**src/rtl/fetch_unit_if.sv**
```systemverilog
// Bundle of the PC, instruction-memory and decode-side signals of the fetch stage.
// master: the fetch unit. slave: the PC / memory / decode environment.
interface fetch_unit_if #(
  parameter int ADDR_W  = 32,
  parameter int INSTR_W = 32
);
  logic [ADDR_W-1:0]  pc_addr;
  logic               pc_w_en;
  logic               flush;
  logic               imem_req;
  logic [ADDR_W-1:0]  imem_addr;
  logic               imem_gnt;
  logic               imem_rvalid;
  logic [INSTR_W-1:0] imem_rdata;
  logic               out_valid;
  logic               out_ready;
  logic [INSTR_W-1:0] out_instr;
  logic [ADDR_W-1:0]  out_pc;
  logic               out_misaligned;

  modport master (
    input  pc_addr, flush, imem_gnt, imem_rvalid, imem_rdata, out_ready,
    output pc_w_en, imem_req, imem_addr, out_valid, out_instr, out_pc, out_misaligned
  );

  modport slave (
    output pc_addr, flush, imem_gnt, imem_rvalid, imem_rdata, out_ready,
    input  pc_w_en, imem_req, imem_addr, out_valid, out_instr, out_pc, out_misaligned
  );
endinterface

```
**src/rtl/fetch_unit.sv**
```systemverilog
// Instruction-fetch stage: single-outstanding memory read, one-entry output
// buffer toward decode, PC advance on grant, flush on redirect.
//
// Handshakes:
//   memory : a request transfers on a cycle where imem_req && imem_gnt; the
//            response is the next cycle with imem_rvalid (only one in flight).
//   decode : an instruction transfers on a cycle where out_valid && out_ready;
//            out_* stay stable while out_valid is high and out_ready is low.
module fetch_unit #(
  parameter int ADDR_W      = 32,
  parameter int INSTR_W     = 32,
  parameter int ALIGN_CHECK = 1
) (
  input  logic         clk,
  input  logic         rst_n,
  fetch_unit_if.master bus,
  output logic [1:0]   dbg_state_o
);

  typedef enum logic [1:0] {
    IDLE = 2'd0,
    WAIT = 2'd1,
    HOLD = 2'd2
  } state_e;

  state_e             state_q;
  logic               discard_q;
  logic [ADDR_W-1:0]  req_pc_q;
  logic [ADDR_W-1:0]  out_pc_q;
  logic [INSTR_W-1:0] out_instr_q;
  logic               out_mis_q;
  logic               misaligned;
  logic               req;

  // A PC not on a word boundary is reported instead of fetched.
  assign misaligned = (ALIGN_CHECK != 0) && (bus.pc_addr[1:0] != 2'b00);

  // Request only from IDLE; flush wins, and nothing is requested during reset.
  assign req = rst_n && (state_q == IDLE) && !bus.flush && !misaligned;

  assign bus.imem_req       = req;
  assign bus.imem_addr      = bus.pc_addr;
  assign bus.pc_w_en        = req && bus.imem_gnt;
  assign bus.out_valid      = (state_q == HOLD);
  assign bus.out_instr      = out_instr_q;
  assign bus.out_pc         = out_pc_q;
  assign bus.out_misaligned = out_mis_q;
  assign dbg_state_o        = state_q;

  // Fetch FSM plus the output buffer and the in-flight PC.
  always_ff @(posedge clk or negedge rst_n) begin
    if (!rst_n) begin
      state_q     <= IDLE;
      discard_q   <= 1'b0;
      req_pc_q    <= '0;
      out_pc_q    <= '0;
      out_instr_q <= '0;
      out_mis_q   <= 1'b0;
    end else begin
      case (state_q)
        IDLE: begin
          if (!bus.flush) begin
            if (misaligned) begin
              out_pc_q    <= bus.pc_addr;
              out_instr_q <= '0;
              out_mis_q   <= 1'b1;
              state_q     <= HOLD;
            end else if (bus.imem_gnt) begin
              req_pc_q <= bus.pc_addr;
              state_q  <= WAIT;
            end
          end
        end
        WAIT: begin
          if (bus.imem_rvalid) begin
            if (discard_q || bus.flush) begin
              // Response belongs to a redirected-away path: drop it.
              discard_q <= 1'b0;
              state_q   <= IDLE;
            end else begin
              out_instr_q <= bus.imem_rdata;
              out_pc_q    <= req_pc_q;
              out_mis_q   <= 1'b0;
              state_q     <= HOLD;
            end
          end else if (bus.flush) begin
            // Still must consume the outstanding response before refetching.
            discard_q <= 1'b1;
          end
        end
        HOLD: begin
          if (bus.flush || bus.out_ready) begin
            state_q <= IDLE;
          end
        end
        default: state_q <= IDLE;
      endcase
    end
  end

endmodule

```
**src/flat_wrapper.sv**
```systemverilog
// flat-port wrapper written by rule: the top's interface ports become plain ports
module fetch_unit_flat 
#(
  parameter int ADDR_W      = 32,
  parameter int INSTR_W     = 32,
  parameter int ALIGN_CHECK = 1
)
  (clk, rst_n, dbg_state_o, bus_pc_addr, bus_flush, bus_imem_gnt, bus_imem_rvalid, bus_imem_rdata, bus_out_ready, bus_pc_w_en, bus_imem_req, bus_imem_addr, bus_out_valid, bus_out_instr, bus_out_pc, bus_out_misaligned);
  fetch_unit_if #(.ADDR_W(ADDR_W), .INSTR_W(INSTR_W)) bus_i ();
  input  logic clk;
  input  logic rst_n;
  output logic [1:0] dbg_state_o;
  input wire logic [$bits(bus_i.pc_addr)-1:0] bus_pc_addr;
  input wire logic [$bits(bus_i.flush)-1:0] bus_flush;
  input wire logic [$bits(bus_i.imem_gnt)-1:0] bus_imem_gnt;
  input wire logic [$bits(bus_i.imem_rvalid)-1:0] bus_imem_rvalid;
  input wire logic [$bits(bus_i.imem_rdata)-1:0] bus_imem_rdata;
  input wire logic [$bits(bus_i.out_ready)-1:0] bus_out_ready;
  output wire logic [$bits(bus_i.pc_w_en)-1:0] bus_pc_w_en;
  output wire logic [$bits(bus_i.imem_req)-1:0] bus_imem_req;
  output wire logic [$bits(bus_i.imem_addr)-1:0] bus_imem_addr;
  output wire logic [$bits(bus_i.out_valid)-1:0] bus_out_valid;
  output wire logic [$bits(bus_i.out_instr)-1:0] bus_out_instr;
  output wire logic [$bits(bus_i.out_pc)-1:0] bus_out_pc;
  output wire logic [$bits(bus_i.out_misaligned)-1:0] bus_out_misaligned;
  assign bus_i.pc_addr = bus_pc_addr;
  assign bus_i.flush = bus_flush;
  assign bus_i.imem_gnt = bus_imem_gnt;
  assign bus_i.imem_rvalid = bus_imem_rvalid;
  assign bus_i.imem_rdata = bus_imem_rdata;
  assign bus_i.out_ready = bus_out_ready;
  assign bus_pc_w_en = bus_i.pc_w_en;
  assign bus_imem_req = bus_i.imem_req;
  assign bus_imem_addr = bus_i.imem_addr;
  assign bus_out_valid = bus_i.out_valid;
  assign bus_out_instr = bus_i.out_instr;
  assign bus_out_pc = bus_i.out_pc;
  assign bus_out_misaligned = bus_i.out_misaligned;
  fetch_unit #(.ADDR_W(ADDR_W), .INSTR_W(INSTR_W), .ALIGN_CHECK(ALIGN_CHECK)) u_core (.clk(clk), .rst_n(rst_n), .bus(bus_i), .dbg_state_o(dbg_state_o));
endmodule
```
**config.mk**
```make
export PLATFORM = sky130hd
export DESIGN_NAME = fetch_unit_flat
export DESIGN_NICKNAME = d
export VERILOG_FILES = /design/src/rtl/fetch_unit_if.sv /design/src/rtl/fetch_unit.sv /design/src/flat_wrapper.sv
export SDC_FILE = /design/constraint.sdc
export NUM_CORES = 1
export LEC_CHECK = 0
export CAP_MARGIN = 20
export CORE_MARGIN = 1
export CORE_UTILIZATION = 60
export CTS_CLUSTER_DIAMETER = 30
export CTS_CLUSTER_SIZE = 20
export DETAILED_ROUTE_END_ITERATION = 12
export DONT_BUFFER_PORTS = 1
export PLACE_DENSITY = 0.76
export SLEW_MARGIN = 20
export SYNTH_ARGS = -nofsm -noshare
export SYNTH_HDL_FRONTEND = slang
export SYNTH_SLANG_ARGS = --single-unit
```
**constraint.sdc**
```tcl
create_clock -name clk -period 1.7 [get_ports clk]
set_input_delay 0.425 -clock clk [delete_from_list [all_inputs] [get_ports clk]]
set_output_delay 0.425 -clock clk [all_outputs]
set_load 0.02 [all_outputs]
```
==> results summary, run 1 <==
The final weighted congestion in routability-driven placement came out at 0.734. TritonCTS built the clock tree. The first TritonRoute pass finished after 4 iterations. During I/O placement, the number of pins put on the boundary was 172.

The mean area per synthesized cell is 13.3 um^2. The sum of overflow across all layers after global routing came out at 0. The number of hold violations in the final report is 100.

In this run the critical register-to-register path is launched from u_core.dbg_state_o[0]. Of the total power, the clock network draws 0.238. The H-tree generated during clock tree synthesis spans 3 levels.

The DRC violations left is 0. The worst hold slack after final layout came out at -0.245 ns. The wire length of the first global-routing pass came out at 13600 um.

The critical path starts at u_core.dbg_state_o[0]. The layout cell share with drive strength beyond 1 is 0.221. The required time of the critical path is 1.27 ns. The mean routed wirelength per cell came out at 23.2 um. The CTS buffer count came out at 9. The switching power total is 1.74 mW. The flow ran to the end, but the final reports show violations.

The final routed wirelength across all metal layers is 8820 um. The proportion of synthesized chip area in sequential cells is 0.605. After routing, the total negative slack on setup checks comes to -1.11 ns. The die area is 7230 um^2. The number of input and output port buffers inserted is 0. The clock latency reported for the late side of the worst-skew pair came out at 0.35 ns.

The top fanout value on the critical path is 3. The number of antenna violations at the first check in global routing came out at 0. The cell type of the slowest stage on the worst timing path is sky130_fd_sc_hd__dfrtp_2. The setup slack after placement came out at -0.114 ns.

The power density normalized to cell area is 1270 nW/um^2. For the final database, setup skew stands at 0.0115 ns. The via count of the first global-routing pass came out at 2674. The share of total power dissipated in combinational logic is 0.149. The core area is 6490 um^2. The count of pins over their slew limit is 0.

After the first detailed-routing iteration, the DRC count stood at 79. Derived from the worst setup path, the maximum achievable clock frequency is 0.560 GHz. The kind of path behind the tightest hold check is in -> async.

Walking the worst path, the cells encountered are buf_6, nor3_4, nand3_2, nor2_4. STA puts the critical path data arrival time at 1.36 ns. The tree built by TritonCTS fans out to 100 sinks. For this block, wires on met1 add up to 3710 um. The number of register bits inferred by synthesis came out at 100. Across all setup checks in the final design, the least slack found is -0.0869 ns. Entering global routing, the biggest net connects 103 pins. Measured in cells, the most critical reg-to-reg path has a length of 7. Clock-pin slew was measured on the worst setup and hold paths at 0.10 ns. The worst slew margin relative to its limit is 0.793. The minimum clock period after layout came out at 1.79 ns. The placed instances occupy a cell area of 4090 um^2. The number of antenna diodes in the final layout is 0.

After technology mapping, the gate count stands at 311. The slew at the pin with the worst max-slew slack is 0.310 ns. The number of buffers on the longest clock path is 2. The share of total power dissipated in sequential elements is 0.612. The cell area after technology mapping came out at 4140 um^2. The number of buffers and inverters on the critical path came out at 1. The final worst-path cycle share came out at 1.05. STA classifies the critical path endpoint as an output port. The cell count along the critical path is 4.

The leakage power came out at 2.01 nW. The net count of the finished layout is 368. Dividing the detail-routed via count by the number of cells gives 6.69. The finished cells cover 4470 um^2. The element type at the critical path start is a flip-flop.

The internal power component came out at 3.92 mW. Setup violations remaining at the end of the flow were counted as 35. The worst-case vdd ir drop is 0.795 mV. Setup repair after global routing could not meet its margin everywhere. The horizontal extent of the die is 85.0 um.

The number of rows created at floorplan is 29. The switching share of power came out at 0.308. The final antenna-violating net count came out at 0.

In this design, the stage delay of the slowest critical-path cell is 0.42 ns. The Yosys warning count came out at 0. The global routing usage summed across all routing layers came out at 0.245. The worst setup path category is reg -> out. The met3 wire length came out at 704 um.

The highest metal layer used by the detailed router is met4. The detailed-route via count came out at 2543. The number of nets produced by synthesis is 381. The final reports fail on hold timing, setup timing. The initial core utilization came out at 0.637. CTS placed an instance of sky130_fd_sc_hd__clkbuf_8 at the clock tree root. The post-synthesis cell type count is 25.

The total of max-cap violations is 0. From synthesis to final layout, the design area changed by 7.99%. Wire segments on met2 add up to 4300 um in the final route. For this run, the share of the core covered by cells in the final layout is 0.688. The detailed placer's ending HPWL is 5460 um. The floorplan step set the die height to 85.0 um. The kind of cell with the highest combined delay along the critical path is simple AND/OR/NAND/NOR gates.
==> timing repair <==
item	in CTS	in global routing
setup endpoints to repair	76	53
hold endpoints to repair	100	100
setup buffers	9	0
gates cloned	0	4
pin swaps	17	4
gates resized for setup	8	5
==> metal layers <==
layer / global-route usage / up-vias
li1: - / 1102
met1: 0.308 / 1313
met2: 0.399 / 117
met3: 0.0846 / 11
met4: 0.0832 / 0
met5: 0 / -
==> cells in the final DEF (no fill, tap or decap), types with 2 or more instances in the layout <==
master,n
sky130_fd_sc_hd__a21oi_1,2
sky130_fd_sc_hd__dfrtp_2,2
sky130_fd_sc_hd__nor3_4,2
sky130_fd_sc_hd__nor2b_4,2
sky130_fd_sc_hd__nor2_1,5
sky130_fd_sc_hd__buf_6,4
sky130_fd_sc_hd__nor2_2,3
sky130_fd_sc_hd__inv_1,2
sky130_fd_sc_hd__buf_12,4
sky130_fd_sc_hd__clkinvlp_4,2
sky130_fd_sc_hd__a2bb2oi_1,32
sky130_fd_sc_hd__clkbuf_8,9
sky130_fd_sc_hd__o22ai_1,32
sky130_fd_sc_hd__buf_4,21
sky130_fd_sc_hd__mux2_1,26
sky130_fd_sc_hd__dfrtp_1,98
sky130_fd_sc_hd__a22o_1,34
sky130_fd_sc_hd__clkbuf_16,3
sky130_fd_sc_hd__and2_1,2
sky130_fd_sc_hd__mux2_2,4
==> Yosys cell counts (all sizes together) <==
cell type / count / area, um^2
dfrtp: 100 / 2500
buf: 46 / 330
a22o: 34 / 298
a2bb2oi: 32 / 280
o22ai: 32 / 200
mux2: 30 / 338
clkbuf: 10 / 37.5
nor2: 9 / 33.8
a21oi: 2 / 10.0
and2: 2 / 12.5
inv: 2 / 7.51
nor2b: 2 / 12.5
nor3: 2 / 20.0
a22oi: 1 / 7.51
and3: 1 / 6.26
nand2: 1 / 6.26
nand2b: 1 / 6.26
nand3: 1 / 10.0
o21ai: 1 / 5.00
or2: 1 / 6.26
or3: 1 / 6.26
==> cell type report <==
cell class / instances / area, um^2
clock inverter: 6 / 48.8
sequential: 100 / 2500
clock buffer: 10 / 128
tap: 77 / 96.3
inverter: 2 / 7.51
timing repair buffer: 32 / 358
fill: 473 / 2030
multi-input combinational: 153 / 1320
==> sequential cells by signal (all words and copies together), names as in the netlist <==
| signal | count |
|---|---|
| u_core.bus.out_instr | 32 |
| u_core.bus.out_pc | 32 |
| u_core.req_pc_q | 32 |
| u_core.dbg_state_o | 2 |
| u_core.bus.out_misaligned | 1 |
| u_core.discard_q | 1 |
==> cells by family after synthesis <==
group                  share of synthesized area
buffers and inverters                     0.0907
AO/OA/AOI/OAI                              0.194
AND/OR/NAND/NOR                           0.0290
multiplexers                              0.0817
flip-flops                                 0.605
==> final timing paths <==
path	end	slack, ns
min reg2reg	u_core.req_pc_q[10]	0.50
max in group asynchronous	u_core.req_pc_q[2]	1.78
min in group clk	u_core.req_pc_q[15]	0.20
min	u_core.req_pc_q[11]	-0.24
max	bus_pc_w_en	-0.09
max reg2reg	u_core.bus.out_instr[17]	-0.06
==> per-stage QoR <==
step           power, mW  std cells  hold slack, ns
6_report            5.66        380          -0.245
5_1_grt             5.92        380          -0.268
3_5_place_dp        4.27        352           0.131
2_1_floorplan       4.13        311           0.129
4_1_cts             5.66        377          -0.258
3_3_place_gp        4.21        352           0.131
==> power by group through the flow <==
| stage | combinational, mW | clock (mW) | sequential [mW] |
|---|---|---|---|
| after floorplan | 0.720 | 0 | 3.41 |
| after global placement | 0.719 | 0 | 3.50 |
| after detailed placement | 0.755 | 0 | 3.51 |
| after CTS | 0.799 | 1.39 | 3.47 |
| after global routing | 0.920 | 1.47 | 3.52 |
| final | 0.845 | 1.35 | 3.47 |
Power figures use the tool's default switching activity.
==> run 2: changes to the inputs <==
--- a/config.mk
+++ b/config.mk
@@ -12,7 +12,7 @@
 export CTS_CLUSTER_SIZE = 20
 export DETAILED_ROUTE_END_ITERATION = 12
 export DONT_BUFFER_PORTS = 1
-export PLACE_DENSITY = 0.76
+export PLACE_DENSITY = 0.77
 export SLEW_MARGIN = 20
 export SYNTH_ARGS = -nofsm -noshare
 export SYNTH_HDL_FRONTEND = slang
==> run 2 against run 1 <==
Compared with the run above:
- the flow still finishes with violations (hold timing, setup timing)
- die area did not move
- combinational power fell by 0.7%
- sequential share of layout area did not move
- global-route usage rose by 0.21 points
- sequential power barely moved
- clock power rose by 9%
- design area did not move
- total power rose by 1.9%
- cell count fell by 1.1%
- count of clock-buffer cells in the layout rose by 1
- critical endpoint unchanged
- highest routed layer unchanged
==> results summary, run 2 (synthesis gave the netlist of run 1 again) <==
Data arrives at the worst endpoint at 1.42 ns. Measured in cells, the most critical reg-to-reg path has a length of 6. The required time of the critical path came out at 1.27 ns. The final weighted congestion in routability-driven placement came out at 0.705.

The analysis attributes to cell leakage a power of 2.01 nW. The minimum clock period after layout is 1.84 ns. The ratio of routed vias to standard cells came out at 6.54. The count of placed standard cells in the final layout, fillers left out came out at 376. The root buffer cell chosen for the clock tree is sky130_fd_sc_hd__clkbuf_8. The worst-case vdd ir drop came out at 0.626 mV. The number of top-level pins came out at 172.

Across the run, the number of max-cap violations was 0. The library cell used most frequently in the layout, excluding fill and tap cells, is sky130_fd_sc_hd__dfrtp_1. The capture point of the critical path is bus_pc_w_en. The detailed router's first-iteration violation count came out at 65. The checks that failed: hold timing, setup timing.

The largest stage delay on the critical path is 0.42 ns. The die area came out at 7230 um^2. The setup slack after placement came out at -0.178 ns. STA classifies the critical path endpoint as an output port. The worst setup path is launched from a flip-flop. The count of nets after finishing is 365. The detailed placer's ending HPWL is 5550 um. Across all setup checks in the final design, the least slack found is -0.143 ns.

The H-tree depth came out at 3. Of the available clock period, the critical path in the final layout requires 1.08. Row generation in the floorplan step produced 29 rows.

The clock latency reported for the late side of the worst-skew pair came out at 0.35 ns. The CTS buffer count is 9. The core area came out at 6490 um^2. The library cells used most frequently in the layout, excluding fill and tap cells, are sky130_fd_sc_hd__dfrtp_1, sky130_fd_sc_hd__a22o_1, sky130_fd_sc_hd__o22ai_1, sky130_fd_sc_hd__a2bb2oi_1, sky130_fd_sc_hd__mux2_1. TritonCTS built the clock tree.

The via count of the first global-routing pass is 2548. The sum of overflow across all layers after global routing is 0. For the final database, setup skew stands at 0.0133 ns. The worst hold slack after final layout is -0.251 ns. The post-CTS clock slew at the launch and capture registers of the worst setup and hold paths came out at 0.10 ns. The setup path with the least slack is of type reg -> out. 0 antenna diodes ended up in the layout. The power consumption is 5.77 mW. The area growth from synthesis to final layout came out at 7.99%.

The count of final setup violators is 9. The worst slew margin relative to its limit is 0.788. The number of antenna violations at the first check in global routing came out at 0. The number of iterations in the first detailed-routing pass came out at 4. Traced cell by cell, the critical path runs through buf_6, nor3_4, nand3_2, nor2_4. The number of buffers on the longest clock path came out at 2. Across all layers, the routed design uses 2459 vias. The run finished, with violations left. The top fanout value on the critical path came out at 3. The worst hold path belongs to the class in -> async. The setup check on the worst reg-to-reg path leaves a slack of -0.01 ns. The horizontal extent of the die came out at 85.0 um.

The initial utilization of the core area, before any placement, comes to 0.637. The total negative setup slack came out at -0.396 ns. The startpoint of the most critical register-to-register path is u_core.dbg_state_o[1].

In the final layout, the share of cells above drive strength 1 is 0.217. The die is 85.0 um tall. The count of pins over their slew limit is 0. Buffers placed on the I/O ports in this run total 0. The final antenna-violating net count is 0. The final routed wirelength across all metal layers is 8670 um. Setup repair after global routing could not meet its margin everywhere. The global routing usage summed across all routing layers is 0.247. The largest net degree at the start of global routing came out at 103. The fmax is 0.543 GHz. The number of hold violations in the final report came out at 100. The worst register-to-register path ends at u_core.req_pc_q[12].

The critical path launch point is u_core.dbg_state_o[1]. The wire length of the first global-routing pass came out at 13500 um. In this run the power density over the cells is 1290 nW/um^2. The mean routed wirelength per cell came out at 23.1 um. The cell type of the slowest stage on the worst timing path is sky130_fd_sc_hd__dfrtp_2.

At the pin with the least slew margin, the transition time is 0.317 ns. The DRC violations left came out at 0. Once placement completed, the tool counted placed cells totaling 352. The number of sinks handled by clock tree synthesis is 100.
-- run 2: power breakdown --
group	switching, mW	internal (mW)	total (mW)
Combinational	0.315	0.524	0.839
Sequential	0.615	2.85	3.46
Clock	0.755	0.711	1.47
Total	1.68	4.08	5.77
-- run 2: critical path: cells and delay by family (launching register included) --
kind | cells | cell delay, ns
AND/OR/NAND/NOR | 3 | 0.52
flip-flops | 1 | 0.42
buffers and inverters | 1 | 0.13
-- run 2: metrics by stage --
step	utilization	hold WS, ns	instance area [um^2]
CTS	0.670	-0.265	4350
floorplan	-	0.129	4150
global placement	0.631	0.131	4100
detailed placement	0.631	0.132	4100
finish	0.688	-0.251	4470
global route	0.688	-0.281	4470
-- run 2: repair_timing --
item                       4_1_cts  5_1_grt
setup buffers                    4        5
setup endpoints to repair       25       69
gates cloned                     0        1
pin swaps                        5        5
gates resized for setup          7       15
hold endpoints to repair       100      100
-- run 2: cell type report --
type                    count  area (um^2)
repair buffers             29          332
clock buffers              11          141
multi-input cells         153         1340
flip-flops and latches    100         2500
inverters                   2         7.51
well taps                  77         96.3
clock inverters             4         50.0
fillers                   459         2030
-- run 2: worst min path at each step --
| stage | startpoint | to | slack (ns) | cells after the start |
|---|---|---|---|---|
| 2_1_floorplan | rst_n | u_core.bus.out_instr[0] | 0.13 | 0 |
| 3_3_place_gp | rst_n | u_core.req_pc_q[15] | 0.13 | 0 |
| 3_5_place_dp | rst_n | u_core.req_pc_q[19] | 0.13 | 0 |
| 4_1_cts | rst_n | u_core.req_pc_q[19] | -0.26 | 0 |
| 5_1_grt | rst_n | u_core.req_pc_q[15] | -0.28 | 0 |
| 6_report | rst_n | u_core.req_pc_q[15] | -0.25 | 0 |
-- run 2: per-layer routing --
metal | track usage | part of all wire
met1 | 0.324 | 0.43
met4 | 0.0894 | 0.012
met2 | 0.385 | 0.48
met3 | 0.0846 | 0.077
met5 | 0 | 0
==> run 3: changes to the inputs <==
--- a/config.mk
+++ b/config.mk
@@ -13,6 +13,7 @@
 export DETAILED_ROUTE_END_ITERATION = 12
 export DONT_BUFFER_PORTS = 1
 export PLACE_DENSITY = 0.77
+export REMOVE_ABC_BUFFERS = 1
 export SLEW_MARGIN = 20
 export SYNTH_ARGS = -nofsm -noshare
 export SYNTH_HDL_FRONTEND = slang
==> constraint.sdc (replaced) <==
create_clock -name clk -period 2.3 [get_ports clk]
set_input_delay 0.575 -clock clk [delete_from_list [all_inputs] [get_ports clk]]
set_output_delay 0.575 -clock clk [all_outputs]
set_load 0.02 [all_outputs]
==> run 3 against run 2 <==
Compared with the run above:
- the run ends with hold timing left
- cell count fell by 5.1%
- count of clock-buffer cells in the layout did not move
- utilization fell by 5.4 points
- global-route usage fell by 1.8 points
- hold slack improved by 0.17 ns
- routed wire length fell by 11%
- worst setup slack improved by 0.27 ns
- clock skew barely moved
- largest cell class unchanged
- largest power group unchanged
==> results summary, run 3 (synthesis gave the netlist of run 1 again) <==
For this run, the total global-route usage over all layers was measured as 0.228. The final antenna-violating net count came out at 0. The slew at the pin with the worst max-slew slack is 0.576 ns. The flow ran to the end, but the final reports show violations. The required time of the critical path is 1.73 ns. The sum of overflow across all layers after global routing came out at 0.

The H-tree depth came out at 3. For this run, the detailed router's first-pass iteration total came to 4. The number of antenna violations at the first check in global routing is 0. The height of the die is 85.0 um.

The CTS buffer count came out at 9. Derived from the worst setup path, the maximum achievable clock frequency is 0.461 GHz. The worst setup path category is reg -> out. The routed design has 7760 um of wire. The DRC violations left is 0.

In this run the critical register-to-register path is captured at u_core.bus.out_pc[21]. The post-cts resize count is 0. The initialized floorplan defines 29 standard-cell rows. TritonCTS built the clock tree. The antenna cell count is 0. The core area came out at 6490 um^2. The number of top-level pins is 172. The critical path ends at bus_pc_w_en.

The count of buffers added on input and output ports is 0. The detailed router's first-iteration violation count is 127. Of the available clock period, the critical path in the final layout requires 0.943. The post-placement cell count came out at 341.

The total of max-cap violations is 0. The number of sinks handled by clock tree synthesis came out at 100. The area growth from synthesis to layout is -0.484%. The clock latency reported for the late side of the worst-skew pair came out at 0.34 ns.

Setup repair after global routing left no endpoint under its margin. The number of cells on the worst reg-to-reg path is 5. Of all nets on the critical path, the largest fanout is 7.

The power density normalized to cell area is 977 nW/um^2. The horizontal extent of the die is 85.0 um. The die area came out at 7230 um^2.

The layout cell share with drive strength beyond 1 is 0.121. The minimum clock period after layout came out at 2.17 ns. The critical path starts at u_core.dbg_state_o[0]. The count of final setup violators is 0.

The detailed placer's ending HPWL came out at 5130 um. The top cell types in the final layout, fill and taps aside, are sky130_fd_sc_hd__dfrtp_1, sky130_fd_sc_hd__a22o_1, sky130_fd_sc_hd__o22ai_1, sky130_fd_sc_hd__a2bb2oi_1, sky130_fd_sc_hd__mux2_1. The via count of the first global-routing pass is 2479. The mean routed wirelength per cell is 21.7 um. The number of hold violations in the final report came to 100.

The routed layout has 2366 vias. The count of pins over their slew limit came out at 0. Leaving out fill and tap cells, the most frequent cell in the layout is sky130_fd_sc_hd__dfrtp_1. The number of post-CTS setup repair buffers is 0.

The post-CTS clock slew at the launch and capture registers of the worst setup and hold paths is 0.09 ns. The final weighted congestion in routability-driven placement came out at 0.773. For flop-to-flop paths, the worst setup slack is 0.23 ns. The count of nets after finishing is 345. On the final layout, the worst hold slack is -0.0849 ns. The root buffer cell is sky130_fd_sc_hd__clkbuf_8. The final worst clock skew came out at 0.0136 ns. Using the TritonRoute via totals, the vias-per-cell ratio works out to 6.63. The largest net degree at the start of global routing came out at 103. STA classifies the critical path startpoint as a flip-flop.

In this run the worst hold path is classified as in -> async. The count of placed standard cells in the final layout, fillers left out came out at 357. The data arrival time of the worst path came out at 1.59 ns. The checks that failed: hold timing.

The startpoint identified for the worst register-to-register timing path is u_core.dbg_state_o[0]. STA classifies the critical path endpoint as an output port. The leakage power is 1.84 nW. The worst-case vdd ir drop is 0.385 mV. The first global-routing pass estimated 12500 um of wire. For this configuration, the core starts out at a cell density of 0.637. The number of buffers on the longest clock path came out at 2.

Headroom to the max-slew limit came out at 0.616.
## run 3: cell types whose count changed in the layout (fill, tap and decap cells not counted), moves of 2 or more
cell and change:
sky130_fd_sc_hd__buf_8 -2, sky130_fd_sc_hd__buf_4 -7, sky130_fd_sc_hd__nor2b_4 -2, sky130_fd_sc_hd__clkinv_4 +3
sky130_fd_sc_hd__dfrtp_2 -2, sky130_fd_sc_hd__buf_12 -5, sky130_fd_sc_hd__nor2_1 +3, sky130_fd_sc_hd__dfrtp_1 +2
sky130_fd_sc_hd__buf_6 -5, sky130_fd_sc_hd__nor2_4 -2
## run 3: worst max-delay path, stage by stage, from the launching register on
cell	delay, ns
sky130_fd_sc_hd__dfrtp_1	0.54
sky130_fd_sc_hd__nor3_2	0.32
sky130_fd_sc_hd__nand3_2	0.14
sky130_fd_sc_hd__nor2_1	0.11
sky130_fd_sc_hd__buf_4	0.15
## run 3: layout make-up
type	count	area [um^2]
sequential	100	2500
fill	485	2380
multi-input combinational	153	1270
clock buffer	11	131
tap	77	96.3
timing repair buffer	9	67.6
clock inverter	5	38.8
inverter	2	7.51
## run 3: routing by layer
| metal | vias to the layer above | wire, um | track usage |
|---|---|---|---|
| met2 | 142 | 3800 | 0.373 |
| li1 | 1060 | - | - |
| met1 | 1149 | 3110 | 0.279 |
| met5 | - | 0 | 0 |
| met4 | 0 | 125 | 0.0878 |
| met3 | 15 | 722 | 0.0837 |
## run 3: how the worst min path moves through the flow
stage,slack [ns],cells after the start,end,start
4_1_cts,-0.10,0,u_core.req_pc_q[8],rst_n
2_1_floorplan,0.28,0,u_core.bus.out_instr[0],rst_n
6_report,-0.08,0,u_core.req_pc_q[8],rst_n
3_3_place_gp,0.28,0,u_core.req_pc_q[8],rst_n
5_1_grt,-0.11,0,u_core.req_pc_q[19],rst_n
3_5_place_dp,0.28,0,u_core.req_pc_q[8],rst_n
## run 3: metrics by stage
stage                     area (um^2)  power (mW)  setup slack, ns  utilization  TNS (ns)
after floorplan                  3770        2.94            -1.60            -    -70.57
after global placement           3950        3.07            0.312        0.608         0
after detailed placement         3950        3.11            0.218        0.608         0
after CTS                        4120        4.07            0.112        0.634         0
after global routing             4120        4.24           0.0705        0.634         0
final                            4120        4.02            0.132        0.634         0
## run 3: power breakdown
group,total (mW),leakage [nW],internal [mW],switching [mW]
combinational,0.504,0.521,0.305,0.199
sequential,2.56,1.24,2.10,0.459
clock,0.954,0.0835,0.398,0.556
